==> src/rtl/fetch_ctrl.sv <==
// fetch_ctrl: instruction-fetch sequencer for the 16-bit processor.
// Owns the program counter, drives the combinational instruction memory
// address, and queues fetched words (with their PC) in a 2-entry FIFO toward
// decode. Handles branch/jump redirects and stops fetching after a HALT word.
//
// Ports:
//   clk, rst        clock (rising edge) and synchronous active-high reset
//   start           leave IDLE and begin fetching from the current PC
//   imem_addr       instruction memory address (always the PC register)
//   imem_instr      word returned combinationally for imem_addr
//   if_valid        queue head is valid
//   if_ready        decode takes the head this cycle
//   if_instr/if_pc  head instruction and the address it came from
//   redirect_valid  taken branch/jump: flush queue, load redirect_pc
//   redirect_pc     redirect target
//   halted          HALT state with an empty queue
//   fetch_count     number of pushes since reset (wraps)
module fetch_ctrl #(
    parameter logic [7:0]  RESET_PC = 8'h00,
    parameter logic [3:0]  HALT_OP  = 4'b1111,
    parameter int unsigned DEPTH    = 2
) (
    input  logic        clk,
    input  logic        rst,
    input  logic        start,
    output logic [7:0]  imem_addr,
    input  logic [15:0] imem_instr,
    output logic        if_valid,
    input  logic        if_ready,
    output logic [15:0] if_instr,
    output logic [7:0]  if_pc,
    input  logic        redirect_valid,
    input  logic [7:0]  redirect_pc,
    output logic        halted,
    output logic [15:0] fetch_count
);

    localparam logic [1:0] Full = DEPTH[1:0];

    typedef enum logic [1:0] {StIdle, StRun, StHalt} state_e;

    state_e      state_q, state_d;
    logic [7:0]  pc_q, pc_d;
    logic [1:0]  cnt_q, cnt_d;
    logic [15:0] fcnt_q, fcnt_d;
    // Entry 0 is always the head; entry 1 shifts down on a pop.
    logic [15:0] e0_instr_q, e0_instr_d, e1_instr_q, e1_instr_d;
    logic [7:0]  e0_pc_q, e0_pc_d, e1_pc_q, e1_pc_d;

    logic       pop, space, push, flush;
    logic [1:0] base;

    assign pop   = (cnt_q != 2'd0) && if_ready;
    assign space = (cnt_q < Full) || pop;

    always_comb begin
        state_d    = state_q;
        pc_d       = pc_q;
        cnt_d      = cnt_q;
        fcnt_d     = fcnt_q;
        e0_instr_d = e0_instr_q;
        e0_pc_d    = e0_pc_q;
        e1_instr_d = e1_instr_q;
        e1_pc_d    = e1_pc_q;
        push       = 1'b0;
        flush      = 1'b0;
        base       = 2'd0;

        unique case (state_q)
            StIdle: begin
                if (redirect_valid) pc_d = redirect_pc;
                if (start) state_d = StRun;
            end
            StRun: begin
                if (redirect_valid) begin
                    flush = 1'b1;
                    pc_d  = redirect_pc;
                end else if (space) begin
                    push   = 1'b1;
                    pc_d   = pc_q + 8'd1;
                    fcnt_d = fcnt_q + 16'd1;
                    if (imem_instr[15:12] == HALT_OP) state_d = StHalt;
                end
            end
            StHalt: begin
                if (redirect_valid) begin
                    flush   = 1'b1;
                    pc_d    = redirect_pc;
                    state_d = StRun;
                end
            end
            default: state_d = StIdle;
        endcase

        // A pop coinciding with a flush is still delivered; the flush just
        // empties whatever remains. Entry contents are kept so the outputs
        // hold their last values while empty.
        if (flush) begin
            cnt_d = 2'd0;
        end else begin
            if (pop && (cnt_q == 2'd2)) begin
                e0_instr_d = e1_instr_q;
                e0_pc_d    = e1_pc_q;
            end
            base = cnt_q - {1'b0, pop};
            if (push) begin
                if (base == 2'd0) begin
                    e0_instr_d = imem_instr;
                    e0_pc_d    = pc_q;
                end else begin
                    e1_instr_d = imem_instr;
                    e1_pc_d    = pc_q;
                end
            end
            cnt_d = base + {1'b0, push};
        end
    end

    always_ff @(posedge clk) begin
        if (rst) begin
            state_q    <= StIdle;
            pc_q       <= RESET_PC;
            cnt_q      <= 2'd0;
            fcnt_q     <= 16'd0;
            e0_instr_q <= 16'd0;
            e0_pc_q    <= 8'd0;
            e1_instr_q <= 16'd0;
            e1_pc_q    <= 8'd0;
        end else begin
            state_q    <= state_d;
            pc_q       <= pc_d;
            cnt_q      <= cnt_d;
            fcnt_q     <= fcnt_d;
            e0_instr_q <= e0_instr_d;
            e0_pc_q    <= e0_pc_d;
            e1_instr_q <= e1_instr_d;
            e1_pc_q    <= e1_pc_d;
        end
    end

    assign imem_addr   = pc_q;
    assign if_valid    = (cnt_q != 2'd0);
    assign if_instr    = e0_instr_q;
    assign if_pc       = e0_pc_q;
    assign halted      = (state_q == StHalt) && (cnt_q == 2'd0);
    assign fetch_count = fcnt_q;

endmodule

==> config.mk <==
export PLATFORM = sky130hd
export DESIGN_NAME = fetch_ctrl
export DESIGN_NICKNAME = d
export VERILOG_FILES = /design/src/rtl/fetch_ctrl.sv
export SDC_FILE = /design/constraint.sdc
export NUM_CORES = 1
export LEC_CHECK = 0
export CAP_MARGIN = 20
export CORE_MARGIN = 2
export CORE_UTILIZATION = 45
export DETAILED_ROUTE_END_ITERATION = 10
export PLACE_DENSITY = 0.72
export SYNTH_ARGS = -nofsm -noshare
export SYNTH_HDL_FRONTEND = slang
export SYNTH_SLANG_ARGS = --single-unit
export TNS_END_PERCENT = 5
==> constraint.sdc <==
create_clock -name clk -period 2.9 [get_ports clk]
set_input_delay 0.58 -clock clk [delete_from_list [all_inputs] [get_ports clk]]
set_output_delay 0.58 -clock clk [all_outputs]
set_load 0.05 [all_outputs]
## Word level (Yosys, flattened, before mapping)

Index checks and enable logic that the tools add are counted.

| word-level totals | value |
|---|---|
| bits of input ports | 29 |
| ROM bits | 0 |
| register bits | 76 |
| word-level logic and storage cells | 64 |
| memories kept | 0 |
| RAM bits | 0 |
| latch bits | 0 |
| output and inout bits | 50 |

| operators by class | value |
|---|---|
| multipliers | 0 |
| multiplexer cells | 21 |
| eq/ne operators | 11 |
| add/sub/neg operators | 4 |
| reduce and logical (&&, ||, !) cells | 16 |
| shift-type cells | 0 |
| $lt $le $gt $ge | 1 |
| divide/modulo/power cells | 0 |
| bitwise operators | 3 |

Operator list:

| kind | count |
|---|---|
| 16-bit 2-to-1 mux | 3 |
| 8-bit 2-to-1 mux | 6 |
| 16-bit by 1-bit adder with 16-bit output (second input constant) | 1 |
| 8-bit one-hot mux with 2 select lines | 1 |
| 2-bit 2-to-1 mux | 5 |
| 2-bit inequality test (second input constant) | 5 |
| 3-bit AND reduction | 3 |
| 8-bit by 1-bit adder with 8-bit output (second input constant) | 1 |
| 2-bit logical NOT | 3 |
| 2-bit one-hot mux with 3 select lines | 1 |
| 2-bit OR reduction | 3 |
| 1-bit 2-to-1 mux | 5 |
| 5-bit AND reduction | 1 |
| 2-bit == test (second input constant) | 2 |
| 4-bit == test (second input constant) | 1 |
| 2-bit nonzero test | 2 |
| 1-bit logical AND | 3 |
| 3-bit inequality test (second input constant) | 1 |
| 1-bit inverter | 3 |
| 2-bit by 1-bit adder with 2-bit output | 1 |
| 2-bit by 1-bit == test with 1-bit output (second input constant) | 1 |
| 2-bit less-than comparator (second input constant) | 1 |
| 2-bit by 1-bit inequality test with 1-bit output (second input constant) | 1 |
| 2-bit by 1-bit subtractor with 2-bit output | 1 |
| 1-bit logical OR | 1 |

## Longest topological paths before layout

| logic depth | value |
|---|---|
| word-level depth | 7 |
| mapped depth | 10 |

## Least setup slack after synthesis

OpenSTA, ideal clock, no wires.

| timing path | value |
|---|---|
| path type | register to register |
| from | register cnt_q[1] |
| to | register e1_pc_q[5] |
| stages on the path, launching flop included | 11 |
| setup slack | 0.585 ns |
| arrival | 2.188 ns |
| period minus slack after synthesis | 2.315 ns |
| cells stage by stage | dfxtp_1 -> buf_6 -> or2_2 -> and2_1 -> ha_1 -> xor2_1 -> o211a_1 -> buf_2 -> buf_4 -> mux2i_1 -> nor2_1 |

| on the way | value |
|---|---|
| word-level cells in the longest chain between the ends | 7 |
| elaborated cells between the ends (all ways) | 11 |
| classes of those cells | add/sub: 1; order compare: 1; mux: 3; bitwise: 1; reduce/logical: 5 |

RTL lines:

| what | RTL line | RTL |
|---|---|---|
| start, declared | 44 | `logic [1:0] cnt_q, cnt_d;` |
| start signal, assigned | 132 | `cnt_q <= cnt_d;` |
| 2-bit nonzero test (*) | -- |  |
| net if_valid | 28 | `output logic if_valid,` |
| 1-bit logical AND (*) | 53 | `assign pop = (cnt_q != 2'd0) && if_ready;` |
| branches (longest 4 deep; another with 2-bit by 1-bit subtractor with 2-bit output) | -- |  |
| 3-bit AND reduction (no line) (*) | -- |  |
| end signal, assigned | 137 | `e1_pc_q <= e1_pc_d;` |
| end, declared | 48 | `logic [7:0] e0_pc_q, e0_pc_d, e1_pc_q, e1_pc_d;` |

Mark *: on every way through the listed nets, which the timed path passes.
A chain may end at the register's enable or synchronous reset.

## Worst setup path after layout

| timing path | value |
|---|---|
| from | register state_q[0] |
| to | output port halted |

| on the way | value |
|---|---|
| word-level cells in the longest chain between the ends | 2 |

RTL lines:

| what | RTL line | RTL |
|---|---|---|
| start, declared | 42 | `state_e state_q, state_d;` |
| start signal, assigned | 121 | `state_q <= StIdle;` |
| start signal, assigned | 130 | `state_q <= state_d;` |
| 2-bit == test | 145 | `assign halted = (state_q == StHalt) && (cnt_q == 2'd0);` |
| 1-bit logical AND | 145 |  |
| end, declared | 34 | `output logic halted,` |

No other way between the ends.

==> tab_implementation.tex <==
\begin{tabular}{lr}
\hline
Metric & Value \\
\hline
\multicolumn{2}{l}{\textbf{Floorplanning}} \\
Die Span Y & 94.8 um \\
I/O pin count & 79 \\
Number of placement rows & 33 \\
Initial Util & 45.8\% \\
Die span in x & 94.8 um \\
Die area & 0.00898 mm\^{}2 \\
Total core area & 0.00809 mm\^{}2 \\
\multicolumn{2}{l}{\textbf{Clock tree}} \\
Clock Pin Slew Worst Setup and Hold Paths & 0.08 ns \\
Sink count of the clock tree & 76 \\
Clock tree buffer depth & 2 \\
Hold Buf Count CTS & 0 \\
Post-CTS setup buffers & 0 \\
Maximum level of the CTS H-tree & 3 \\
Clk Latency, worst-skew pair & 0.35 ns \\
TritonCTS clock tree & yes \\
Root Driver & sky130\_fd\_sc\_hd\_\_clkbuf\_8 \\
Num CTS Buffers & 9 \\
Count of instances resized after the clock tree is built & 0 \\
\multicolumn{2}{l}{\textbf{Job}} \\
Number of max-cap violations & 0 \\
\multicolumn{2}{l}{\textbf{Yosys}} \\
Ys async rst share & 0\% \\
Syn avg cell area & 9.48 um\^{}2 \\
Fraction of the yosys area taken by sequential cells & 41.0\% \\
Post-synthesis cell area & 0.00371 mm\^{}2 \\
Gate count after technology mapping & 391 \\
Mapped Nets & 427 \\
Top flip-flop cell by instance count after synthesis & sky130\_fd\_sc\_hd\_\_dfxtp\_1 \\
Warnings from Yosys & 0 \\
Count of cell types in the netlist & 51 \\
Number of synthesized register bits & 76 \\
Number of enable flip-flop cells after synthesis & 0 \\
\multicolumn{2}{l}{\textbf{STA}} \\
Worst Skew & 0.00780 ns \\
Final critical path time including I/O delays and setup & 2.60 ns \\
Worst slew slack as a fraction of its limit & 59.8\% \\
Final setup fails & 0 \\
Hold Worst Slack & 0.498 ns \\
Highest attainable clock frequency & 385 MHz \\
Final slew viol count & 0 \\
Unrepaired setup endpoints after global routing & false \\
Sum of negative setup slack & 0 ns \\
Count of endpoints failing hold in the final timing report & 0 \\
Share of the cycle needed by the critical path after routing & 89.5\% \\
Slew of the pin with the lowest slew margin & 0.603 ns \\
\multicolumn{2}{l}{\textbf{Setup path}} \\
Most repeated library cell on the critical path & sky130\_fd\_sc\_hd\_\_inv\_1 \\
Largest stage delay on the critical path & 0.80 ns \\
Crit path launch type & flop \\
Buf/Inv on CP & 3 \\
Maximum fanout along the worst path & 5 \\
Critical path origin & state\_q[0] \\
Cell Chain, Critical Path & inv\_1 -> ha\_1 -> inv\_1 -> nor2\_1 -> clkdlybuf4s50\_1 \\
Top delay family on crit path & buffers and inverters \\
Crit path capture type & output port \\
Data arrival time of the critical path & 2.02 ns \\
Data required, critical path & 2.32 ns \\
FF-to-FF Start & cnt\_q[1] \\
Critical path start-end classification & reg -> out \\
Library cell contributing the largest single delay on the critical path & sky130\_fd\_sc\_hd\_\_clkdlybuf4s50\_1 \\
\multicolumn{2}{l}{\textbf{Global routing}} \\
Pin count of the biggest net entering global routing & 49 \\
Wire length of the first global-routing pass & 14.8 mm \\
Global route overflow & 0 \\
Initial antenna violation count & 0 \\
Total track usage & 20.8\% \\
Vias in the first global route & 3145 \\
\multicolumn{2}{l}{\textbf{Detailed routing}} \\
Vias per inst & 5.56 \\
Number of DRC markers in iteration 0 & 168 \\
Detailed-route wire length & 9.02 mm \\
Router iterations before antenna repair & 4 \\
Vias after detailed routing & 3183 \\
Detail-routed net length per standard cell & 15.8 um \\
Drt drc & 0 \\
Antenna violation net count after detailed routing & 0 \\
\multicolumn{2}{l}{\textbf{Finish}} \\
Total number of nets in the final design & 498 \\
Fraction of final layout cells with drive strength greater than 1 & 8.78\% \\
Ant. Diodes & 0 \\
Reg area & 0.00152 mm\^{}2 \\
Area of the multi-input gates & 0.00203 mm\^{}2 \\
Count of filler cells inserted in the layout & 724 \\
Signed area change from the synthesized netlist to the final layout & 30.1\% \\
\multicolumn{2}{l}{\textbf{Placement}} \\
Weighted congestion reported at the end of routability-driven placement & 0.770 \\
Final HPWL from detailed placement & 5.98 mm \\
Count of port buffers added during placement & 78 \\
\multicolumn{2}{l}{\textbf{Power and ir drop}} \\
Power per cell area & 823 mW/mm\^{}2 \\
Total leakage power & 1.82 nW \\
Worst-case vdd ir drop & 0.418 mV \\
Sum of internal, switching and leakage power & 3.97 mW \\
\multicolumn{2}{l}{\textbf{Worst hold path}} \\
Path type of the worst min-delay path & reg -> reg \\
Hold\_sp & fetch\_count[14] \\
\multicolumn{2}{l}{\textbf{Status}} \\
Result of the run & finished, final reports clean \\
\hline
\end{tabular}
final cells by class:
class                      instances  share of cell area [%]
multi-input combinational        275                    42.0
sequential                        76                    31.5
timing repair buffer              88                    18.2
tap                              105                    2.72
clock buffer                       9                    2.57
clock inverter                     7                    2.05
inverter                          12                   0.934
synthesized netlist by cell type, drive strengths merged, types with 3 or more instances:
master | n | area (um^2)
ha | 7 | 87.6
a21oi | 15 | 75.1
nor2b | 5 | 38.8
nand3 | 9 | 45.0
or3 | 7 | 48.8
buf | 12 | 77.6
o32ai | 3 | 26.3
dfxtp | 76 | 1520
xor2 | 4 | 35.0
xnor2 | 4 | 35.0
clkbuf | 16 | 60.1
a31oi | 4 | 25.0
nand2b | 6 | 45.0
nor4 | 6 | 67.6
o21ai | 10 | 50.1
nand2 | 9 | 33.8
o31ai | 27 | 203
nor3 | 7 | 35.0
mux2 | 3 | 33.8
nand4 | 5 | 46.3
inv | 12 | 45.0
mux2i | 49 | 490
a32oi | 24 | 210
nor2 | 45 | 169
or4 | 3 | 22.5
and2 | 5 | 31.3
sequential cells by signal (all words and copies together), names as in the netlist:
signal	cells
if_pc	8
state_q	2
if_instr	16
imem_addr	8
e1_instr_q	16
cnt_q	2
e1_pc_q	8
fetch_count	16
tightest hold or removal path, stage by stage, from the launching register on:
cell                      delay [ns]
sky130_fd_sc_hd__dfxtp_1        0.34
sky130_fd_sc_hd__o31ai_1        0.07
sky130_fd_sc_hd__a21oi_1        0.05
cell usage in the layout, fill, tap and decap left out, types with 4 or more instances in the layout:
master / count
sky130_fd_sc_hd__clkdlybuf4s50_1: 77
sky130_fd_sc_hd__dfxtp_1: 76
sky130_fd_sc_hd__mux2i_1: 49
sky130_fd_sc_hd__nor2_1: 44
sky130_fd_sc_hd__o31ai_1: 27
sky130_fd_sc_hd__a32oi_1: 24
sky130_fd_sc_hd__a21oi_1: 14
sky130_fd_sc_hd__inv_1: 12
sky130_fd_sc_hd__o21ai_0: 10
sky130_fd_sc_hd__nand2_1: 9
sky130_fd_sc_hd__clkbuf_8: 9
sky130_fd_sc_hd__nand3_1: 8
sky130_fd_sc_hd__buf_4: 8
sky130_fd_sc_hd__nor3_1: 7
sky130_fd_sc_hd__ha_1: 7
sky130_fd_sc_hd__or3_1: 6
sky130_fd_sc_hd__nand2b_1: 5
sky130_fd_sc_hd__nand4_1: 4
sky130_fd_sc_hd__xor2_1: 4
sky130_fd_sc_hd__nor4_1: 4
sky130_fd_sc_hd__xnor2_1: 4
sky130_fd_sc_hd__nor2b_1: 4
sky130_fd_sc_hd__a31oi_1: 4
cells by family (layout without fill, tap and decap cells):
family | Yosys count | after routing | share of synthesized area [%]
AO/OA/AOI/OAI | 92 | 92 | 18.1
XOR/XNOR | 8 | 8 | 1.89
adder cells (fa/ha/maj) | 7 | 7 | 2.36
buffers and inverters | 40 | 116 | 4.93
flip-flops | 76 | 76 | 41.0
multiplexers | 52 | 52 | 14.1
AND/OR/NAND/NOR | 116 | 116 | 17.6
path summary, 6_finish.rpt:
path	to	slack (ns)	depth (start not counted)
worst max-delay path	halted	0.30	5
worst min-delay path	fetch_count[14]	0.50	2
worst max register to register	e1_pc_q[4]	0.71	8
worst min register to register	fetch_count[14]	0.50	2
metal layers:
layer / GRT usage [%] / wire length, um / vias up
li1: - / - / 1593
met1: 27.3 / 4290 / 1503
met2: 33.5 / 4120 / 71
met3: 4.23 / 493 / 16
met4: 8.33 / 112 / 0
met5: 0 / 0 / -
power breakdown:
| group | total [mW] | internal (mW) | switching (mW) |
|---|---|---|---|
| clock | 0.901 | 0.489 | 0.412 |
| combinational | 1.70 | 0.629 | 1.07 |
| sequential | 1.37 | 1.20 | 0.172 |
| total | 3.97 | 2.32 | 1.65 |
through the flow:
stage | cells | utilization [%] | cell area, um^2 | setup slack (ns)
floorplan | 391 | - | 3710 | 0.585
global placement | 556 | 56.8 | 4600 | 0.413
detailed placement | 556 | 56.8 | 4600 | 0.346
CTS | 572 | 59.6 | 4820 | 0.291
global route | 572 | 59.6 | 4820 | 0.181
finish | 572 | 59.6 | 4820 | 0.305
Power figures use the tool's default switching activity.
